===== config.mk =====
export PLATFORM = sky130hd
export DESIGN_NAME = mac_ctrl_seq
export DESIGN_NICKNAME = d
export VERILOG_FILES = /design/src/rtl/mac_ctrl_seq.sv
export SDC_FILE = /design/constraint.sdc
export NUM_CORES = 1
export LEC_CHECK = 0
export CAP_MARGIN = 10
export CORE_AREA = 3 3 57 59
export DETAILED_ROUTE_END_ITERATION = 6
export DIE_AREA = 0 0 60 62
export PLACE_DENSITY = 0.72
export RECOVER_POWER = 25
export SLEW_MARGIN = 20
export SYNTH_ARGS = -nofsm -noshare
export SYNTH_HDL_FRONTEND = slang
export SYNTH_SLANG_ARGS = --single-unit

===== constraint.sdc =====
create_clock -name CLK -period 1.7 [get_ports CLK]
set_clock_uncertainty 0.2 [all_clocks]
set_input_delay 0.255 -clock CLK [delete_from_list [all_inputs] [get_ports CLK]]
set_output_delay 0.255 -clock CLK [all_outputs]
set_load 0.005 [all_outputs]

===== src/rtl/mac_ctrl_seq.sv =====
// mac_ctrl_seq -- sequencer for one MAC-array tile.
//
// A tile loads four weight rows, then four input columns, fires the array
// once, waits CALC_LAT cycles for the result, drains sixteen results, and
// pulses DONE.
//
// Ports:
//   CLK          clock, rising edge
//   RSTN         asynchronous active-low reset
//   START        single-cycle tile request, honoured only in IDLE
//   SHAMT_CFG    shift amount, captured when START is accepted
//   MEM_RDY      memory ready; low stalls the load and drain beats
//   WLoad0/WROW0         weight-row strobe and row index
//   ILoad0/ICOL0         input-column strobe and column index
//   START_CALC0          one-cycle array compute trigger
//   shamt0               shift amount latched for the tile
//   OWrite0/ODST0        result write strobe and destination index
//   BUSY                 high whenever the FSM is not in IDLE
//   DONE                 one-cycle completion pulse
//
// Every output is a flop. A beat is issued at the edge that samples
// MEM_RDY=1, so each strobe shows the MEM_RDY value from the previous edge.
// The strobe flop therefore doubles as the MEM_RDY register.

module mac_ctrl_seq #(
    parameter int unsigned CALC_LAT = 7    // 1..15
) (
    input  logic       CLK,
    input  logic       RSTN,
    input  logic       START,
    input  logic [4:0] SHAMT_CFG,
    input  logic       MEM_RDY,
    output logic       WLoad0,
    output logic [1:0] WROW0,
    output logic       ILoad0,
    output logic [1:0] ICOL0,
    output logic       START_CALC0,
    output logic [4:0] shamt0,
    output logic       OWrite0,
    output logic [3:0] ODST0,
    output logic       BUSY,
    output logic       DONE
);

    // state | meaning
    // IDLE  | waiting for START
    // WLOAD | issuing weight rows 0..3
    // ILOAD | issuing input columns 0..3
    // CALC  | issuing the compute trigger
    // WAIT  | counting CALC_LAT cycles
    // DRAIN | issuing result writes 0..15
    // FIN   | issuing DONE, then back to IDLE
    typedef enum logic [2:0] {
        IDLE  = 3'd0,
        WLOAD = 3'd1,
        ILOAD = 3'd2,
        CALC  = 3'd3,
        WAIT  = 3'd4,
        DRAIN = 3'd5,
        FIN   = 3'd6
    } state_t;

    localparam logic [3:0] WAIT_LAST = 4'(CALC_LAT - 1);

    state_t     state;
    logic [3:0] cnt;

    always_ff @(posedge CLK or negedge RSTN) begin
        if (!RSTN) begin
            state       <= IDLE;
            cnt         <= '0;
            WLoad0      <= 1'b0;
            WROW0       <= '0;
            ILoad0      <= 1'b0;
            ICOL0       <= '0;
            START_CALC0 <= 1'b0;
            shamt0      <= '0;
            OWrite0     <= 1'b0;
            ODST0       <= '0;
            BUSY        <= 1'b0;
            DONE        <= 1'b0;
        end else begin
            // Strobes are single-cycle by default; indices hold their value.
            WLoad0      <= 1'b0;
            ILoad0      <= 1'b0;
            START_CALC0 <= 1'b0;
            OWrite0     <= 1'b0;
            DONE        <= 1'b0;

            case (state)
                IDLE: begin
                    if (START) begin
                        shamt0 <= SHAMT_CFG;
                        cnt    <= '0;
                        BUSY   <= 1'b1;
                        state  <= WLOAD;
                    end
                end
                WLOAD: begin
                    if (MEM_RDY) begin
                        WLoad0 <= 1'b1;
                        WROW0  <= cnt[1:0];
                        if (cnt == 4'd3) begin
                            cnt   <= '0;
                            state <= ILOAD;
                        end else begin
                            cnt <= cnt + 4'd1;
                        end
                    end
                end
                ILOAD: begin
                    if (MEM_RDY) begin
                        ILoad0 <= 1'b1;
                        ICOL0  <= cnt[1:0];
                        if (cnt == 4'd3) begin
                            cnt   <= '0;
                            state <= CALC;
                        end else begin
                            cnt <= cnt + 4'd1;
                        end
                    end
                end
                CALC: begin
                    START_CALC0 <= 1'b1;
                    cnt         <= '0;
                    state       <= WAIT;
                end
                WAIT: begin
                    if (cnt == WAIT_LAST) begin
                        cnt   <= '0;
                        state <= DRAIN;
                    end else begin
                        cnt <= cnt + 4'd1;
                    end
                end
                DRAIN: begin
                    if (MEM_RDY) begin
                        OWrite0 <= 1'b1;
                        ODST0   <= cnt;
                        if (cnt == 4'd15) begin
                            cnt   <= '0;
                            state <= FIN;
                        end else begin
                            cnt <= cnt + 4'd1;
                        end
                    end
                end
                FIN: begin
                    DONE  <= 1'b1;
                    BUSY  <= 1'b0;
                    cnt   <= '0;
                    state <= IDLE;
                end
                default: begin
                    BUSY  <= 1'b0;
                    cnt   <= '0;
                    state <= IDLE;
                end
            endcase
        end
    end

endmodule


==> impl_metrics.tcl, run 1 <==
set metrics [dict create \
    cts_sinks 26 \
    rr_startpoint "cnt[0]" \
    nFillCells 219 \
    status "finished, violations left" \
    timing.final.ws_setup_ns -0.1730 \
    yosysSeqAreaShare_pct 54.28 \
    cp_max_fo 4 \
    async_reset_ff_share_pct 100.0 \
    syn_to_final_growth_pct 50.21 \
    grt_pass1_wl_mm 4.084 \
    drtPass1Iterations 4 \
    port_buffers 27 \
    io_pins 28 \
    vdd_ir_drop_max_v 0.001142 \
    violations "negative setup slack" \
    slowest_stage "dfrtp_1" \
    wire_per_inst_um 14.75 \
    grt_pass1_vias 909 \
    drt-vias-per-instance 5.265 \
    clockRootBuffer "clkbuf_4" \
    ant_nets 0 \
    synthDistinctLibCells 35 \
    rrSetupSlack_ns -0.17 \
    path_depth 5 \
    period_needed_ns 1.873 \
    crit_path_cell_trace "ha_2 > a41o_1 > a311oi_4 > nor3_2 > mux2_4" \
    fin_crit_sh_pct 110.2 \
    hpwlAfterDp_mm 1.955 \
    grt_usage_pct 14.81 \
    grt.overflow.total 0 \
    antennaDiodeCount 0 \
    first_iter_violations 15 \
    dp_slack_ns -0.2506 \
    ys_warn_count 0 \
    start_kind "flip-flop" \
    synthesis.area_um2 1199 \
    critical_path.startpoint "cnt[0]" \
    whs_ns 0.2628 \
    die_area_um2 3720 \
    antenna_found_initial 0 \
    vias 953 \
    ys_ff_latch 26 \
    grt_max_degree 27 \
    synth_edf_count 0 \
    cts_tree "done" \
    coreArea_um2 2758 \
    r2r-end "state[0]" \
    critPathKind "flip-flop to flip-flop" \
    rows 19 \
    cp-endpoint "state[0]" \
    r2r_cells 5 \
    cts_made_buffers 3 \
    cts-hold-fix-buffers 0 \
    crit_arrival_ns 1.89 \
    fmax_ghz 0.5339 \
    maxCapViolCount 0 \
    fin_tns_setup_ns -0.6598 \
    die_w_um 60 \
    placed_cell_area_um2 1642 \
    tightest_slew_ns 0.6288 \
    crit_path_end_kind "flip-flop" \
    htreeDepth 1 \
    drive_above_1_share_pct 40.00 \
    finalPower_mw 3.037 \
    syn_avg_cell_area_um2 12.62 \
    clk_latency_ns 0.32 \
    hold_viol 0 \
    syn-instance-count 95 \
    cpLargestDelayFamily "compound AO/OA/AOI/OAI gates" \
    rsz0062_at_grt "true" \
    drv_slew 0 \
    cts_buffer_depth 2 \
    critical_path_buf_inv_count 0 \
    drcViolationCount 0 \
    wirelength_mm 2.669 \
    min_path_type "input port to async pin" \
    place_congestion 0.8716 \
    setup_violations 13 \
    die_h_um 62 \
    crit_required_ns 1.72 \
    final_cell_area_um2 1800 \
    initial_core_util_pct 43.47 \
    power.density_nw_per_um2 1687 \
    nets 162 \
    slew_headroom_pct 58.08 \
    p_leak_nw 0.8871 \
    clk_pin_slew_ns 0.14 \
    synth_ff_type "dfrtp_1" \
    cpPeakStageDelay_ns 0.44 \
    syn_nets 106 \
]
per-stage QoR:
stage	std cells	utilization, %
2_1_floorplan	95	-
3_3_place_gp	170	59.53
3_5_place_dp	170	59.53
4_1_cts	176	62.25
5_1_grt	181	65.29
6_report	181	65.29
power by group:
part,leakage (nW),internal (mW),switching [mW],total (mW)
registers,0.335,0.843,0.183,1.03
logic,0.524,0.959,0.635,1.59
clock network,0.0279,0.238,0.180,0.418
per-layer routing:
| layer | GRT usage [%] | up-vias | part of all wire [%] |
|---|---|---|---|
| met2 | 25.93 | 37 | 50 |
| met3 | 2.893 | 6 | 5.7 |
| met1 | 18.30 | 462 | 42 |
| li1 | - | 448 | - |
| met4 | 5.063 | 0 | 1.9 |
| met5 | 0 | - | 0 |
cell usage after synthesis (2+ instances only):
cell type | number | area (um^2)
ha_1 | 2 | 25.02
inv_1 | 4 | 15.01
a21oi_1 | 3 | 15.01
nor3_2 | 2 | 20.02
nand2_1 | 6 | 22.52
nor3b_1 | 4 | 30.03
nor2_1 | 5 | 18.77
nand3_1 | 2 | 10.01
and3_1 | 2 | 12.51
o211ai_1 | 2 | 15.01
a21o_1 | 2 | 15.01
dfrtp_1 | 26 | 650.6
buf_4 | 2 | 15.01
mux2_2 | 12 | 135.1
worst register-to-register path, delay by kind of cell (launching register included):
kind,cells,cell delay (ns)
AOI/OAI and AO/OA,2,0.54
adders and majority gates,1,0.20
and+or+nand+nor,1,0.09
muxes,1,0.30
DFF,1,0.44
sequential cells by signal (all words and copies together), names as in the netlist, 2 cells and up:
name,count
ICOL0,2
WROW0,2
state,3
shamt0,5
ODST0,4
cnt,4
cell families (layout without fill, tap and decap cells):
family	count (synthesis)	after routing	share of synthesized area [%]
buffers and inverters	8	63	3.861
XOR/XNOR	2	2	1.462
adder cells (fa/ha/maj)	2	2	2.087
multiplexers	14	14	13.36
flip-flops	26	26	54.28
AO/OA/AOI/OAI	17	17	11.17
AND/OR/NAND/NOR	26	26	13.78
layout by cell type, fill, tap and decap left out, types with 2 or more instances in the layout:
| cell | netlist | final |
|---|---|---|
| nor2_1 | 5 | 4 |
| buf_4 | 2 | 27 |
| dlymetal6s2s_1 | 0 | 5 |
| clkbuf_4 | 0 | 3 |
| mux2_2 | 12 | 12 |
| a21oi_1 | 3 | 2 |
| inv_1 | 4 | 4 |
| o211ai_1 | 2 | 2 |
| clkdlybuf4s50_1 | 0 | 21 |
| nor3_2 | 2 | 2 |
| dfrtp_1 | 26 | 26 |
| a21o_1 | 2 | 2 |
| nor3b_1 | 4 | 2 |
| nand2_1 | 6 | 6 |
| and3_1 | 2 | 2 |
layout make-up:
cell class,count,area (um^2),share of cell area [%]
Clock buffer,3,22.52,1.251
Clock inverter,1,30.03,1.668
Inverter,4,15.01,0.8339
Multi-Input combinational cell,61,553.0,30.72
Sequential cell,26,650.6,36.14
Tap cell,31,38.79,2.154
Timing Repair Buffer,55,490.5,27.24
how the worst min path moves through the flow:
stage	from	endpoint	slack (ns)	depth (start not counted)
after floorplan	RSTN	BUSY	-0.24	0
after global placement	ODST0[0]	ODST0[0]	0.26	2
after detailed placement	BUSY	BUSY	0.28	1
after CTS	RSTN	ODST0[3]	0.09	2
after global routing	RSTN	ODST0[3]	0.31	2
final	RSTN	ODST0[3]	0.26	2
repair_timing:
item | CTS | global route
endpoints found under the hold margin | 0 | 0
buffers inserted | 2 | 5
gates resized for setup | 2 | 12
pin swaps | 0 | 3
setup endpoints to repair | 16 | 26
(Power assumes the default switching activity.)
==> inputs of run 2 (changes only) <==
- CTS_CLUSTER_DIAMETER: default -> 120
- TNS_END_PERCENT: default -> 10
==> impl_metrics.tcl, run 2 (synthesis results as in run 1) <==
set metrics [dict create \
    cts-hold-fix-buffers 0 \
    hpwlAfterDp_mm 1.887 \
    place_congestion 0.8436 \
    ant_nets 0 \
    initial_core_util_pct 43.47 \
    drive_above_1_share_pct 39.73 \
    power.density_nw_per_um2 1706 \
    seq_power_share_pct 34.6 \
    nets 158 \
    fmax_ghz 0.5615 \
    port_buffers 27 \
    final_util_pct 64.43 \
    final_cell_mix "clkdlybuf4s50_1 (26), dfrtp_1 (24), buf_4 (22)" \
    cp_max_fo 3 \
    antenna_found_initial 0 \
    whs_ns 0.2521 \
    power.share.clock_pct 13.8 \
    coreArea_um2 2758 \
    p_sw_share_pct 32.84 \
    die_area_um2 3720 \
    maxCapViolCount 0 \
    tightest_slew_ns 0.6117 \
    largest_reg_flops 5 \
    timing.final.ws_setup_ns -0.08082 \
    wire_per_inst_um 14.58 \
    cts_made_buffers 3 \
    hold_viol 0 \
    die_w_um 60 \
    cpLargestDelayFamily "compound AO/OA/AOI/OAI gates" \
    wirelength_mm 2.580 \
    vias 917 \
    start_kind "flip-flop" \
    slew_headroom_pct 59.22 \
    path_depth 5 \
    intPower_mw 2.036 \
    drtPass1Iterations 4 \
    clk_pin_slew_ns 0.14 \
    grt.overflow.total 0 \
    rows 19 \
    clk_latency_ns 0.32 \
    drcViolationCount 0 \
    htreeDepth 1 \
    cts_tree "done" \
    p_comb_share_pct 51.6 \
    cts_buffer_depth 2 \
    rsz0062_at_grt "true" \
    grt_pass1_wl_mm 4.140 \
    clockRootBuffer "clkbuf_4" \
    largest-register "shamt0" \
    min_path_type "input port to async pin" \
    period_needed_ns 1.781 \
    first_iter_violations 26 \
    vdd_ir_drop_max_v 0.001079 \
    crit_path_end_kind "flip-flop" \
    r2r_cells 5 \
    p_leak_nw 0.8140 \
    power_switching_mw 0.9952 \
    cts_sinks 26 \
    io_pins 28 \
    grt_pass1_vias 935 \
    violations "negative setup slack" \
    crit_path_cell_trace "ha_4 > a41o_1 > a311oi_4 > nor3_2 > mux2_4" \
    critPathKind "flip-flop to flip-flop" \
    cpPeakStageDelay_ns 0.45 \
    grt_usage_pct 15.23 \
    grt_max_degree 27 \
    reg_top3 "shamt0 x5, ODST0 x4, cnt x4" \
    slowest_stage "dfrtp_1" \
    fin_crit_sh_pct 104.8 \
    crit_required_ns 1.72 \
    critical_path_buf_inv_count 0 \
    setup_violations 10 \
    crit_arrival_ns 1.80 \
    status "finished, violations left" \
    drt-vias-per-instance 5.181 \
    die_h_um 62 \
    syn_to_final_growth_pct 48.23 \
    drv_slew 0 \
    layout_commonest_cell "clkdlybuf4s50_1" \
    antennaDiodeCount 0 \
]
run 2: stage by stage:
stage	power (mW)	setup slack, ns	TNS, ns	instances	area [um^2]
after global routing	3.224	-0.1389	-1.318	177	1777
after global placement	2.407	-0.2117	-1.260	169	1634
after floorplan	1.747	-0.02725	-0.06774	95	1206
final	3.031	-0.08082	-0.2276	177	1777
after detailed placement	2.454	-0.2310	-1.725	169	1634
after CTS	2.942	-0.1455	-0.8218	176	1715
run 2: path summary, 6_finish.rpt:
kind                                from       end  slack (ns)
worst min-delay path                RSTN  ODST0[2]        0.25
max in group asynchronous           RSTN  state[0]        0.61
worst max register to register    cnt[1]  state[0]       -0.08
worst min register to register  ODST0[0]  ODST0[0]        0.30
worst max-delay path              cnt[1]  state[0]       -0.08
min in group CLK                ODST0[0]  ODST0[0]        0.30
run 2: what timing repair did:
| action | in CTS | in global routing |
|---|---|---|
| setup buffers | 3 | 1 |
| gates resized for setup | 2 | 11 |
| gates cloned | 0 | 0 |
| endpoints found under the setup margin | 12 | 25 |
| pin swaps | 3 | 4 |
run 2: cell type report:
class                      count  area [um^2]
fill                         208        980.9
timing repair buffer          51        451.7
clock buffer                   3        22.52
clock inverter                 1        30.03
inverter                       4        15.01
multi-input combinational     61        565.5
sequential                    26        653.1
tap                           31        38.79
run 2: power by group through the flow:
stage / Clock, mW / Sequential [mW] / Combinational (mW)
5_1_grt: 0.449 / 1.09 / 1.69
3_5_place_dp: 0 / 1.04 / 1.41
2_1_floorplan: 0 / 0.991 / 0.756
3_3_place_gp: 0 / 1.03 / 1.38
6_report: 0.419 / 1.05 / 1.56
4_1_cts: 0.431 / 1.03 / 1.48
run 2: layer usage:
layer  wire length, um  track usage, %  vias to the layer above  share of wire, %
met5                 0               0                        -                 0
met4                44           8.228                        0               1.7
met3               107           1.860                        4               4.1
met2              1363           27.01                       23                53
met1              1064           18.03                      449                41
li1                  -               -                      441                 -
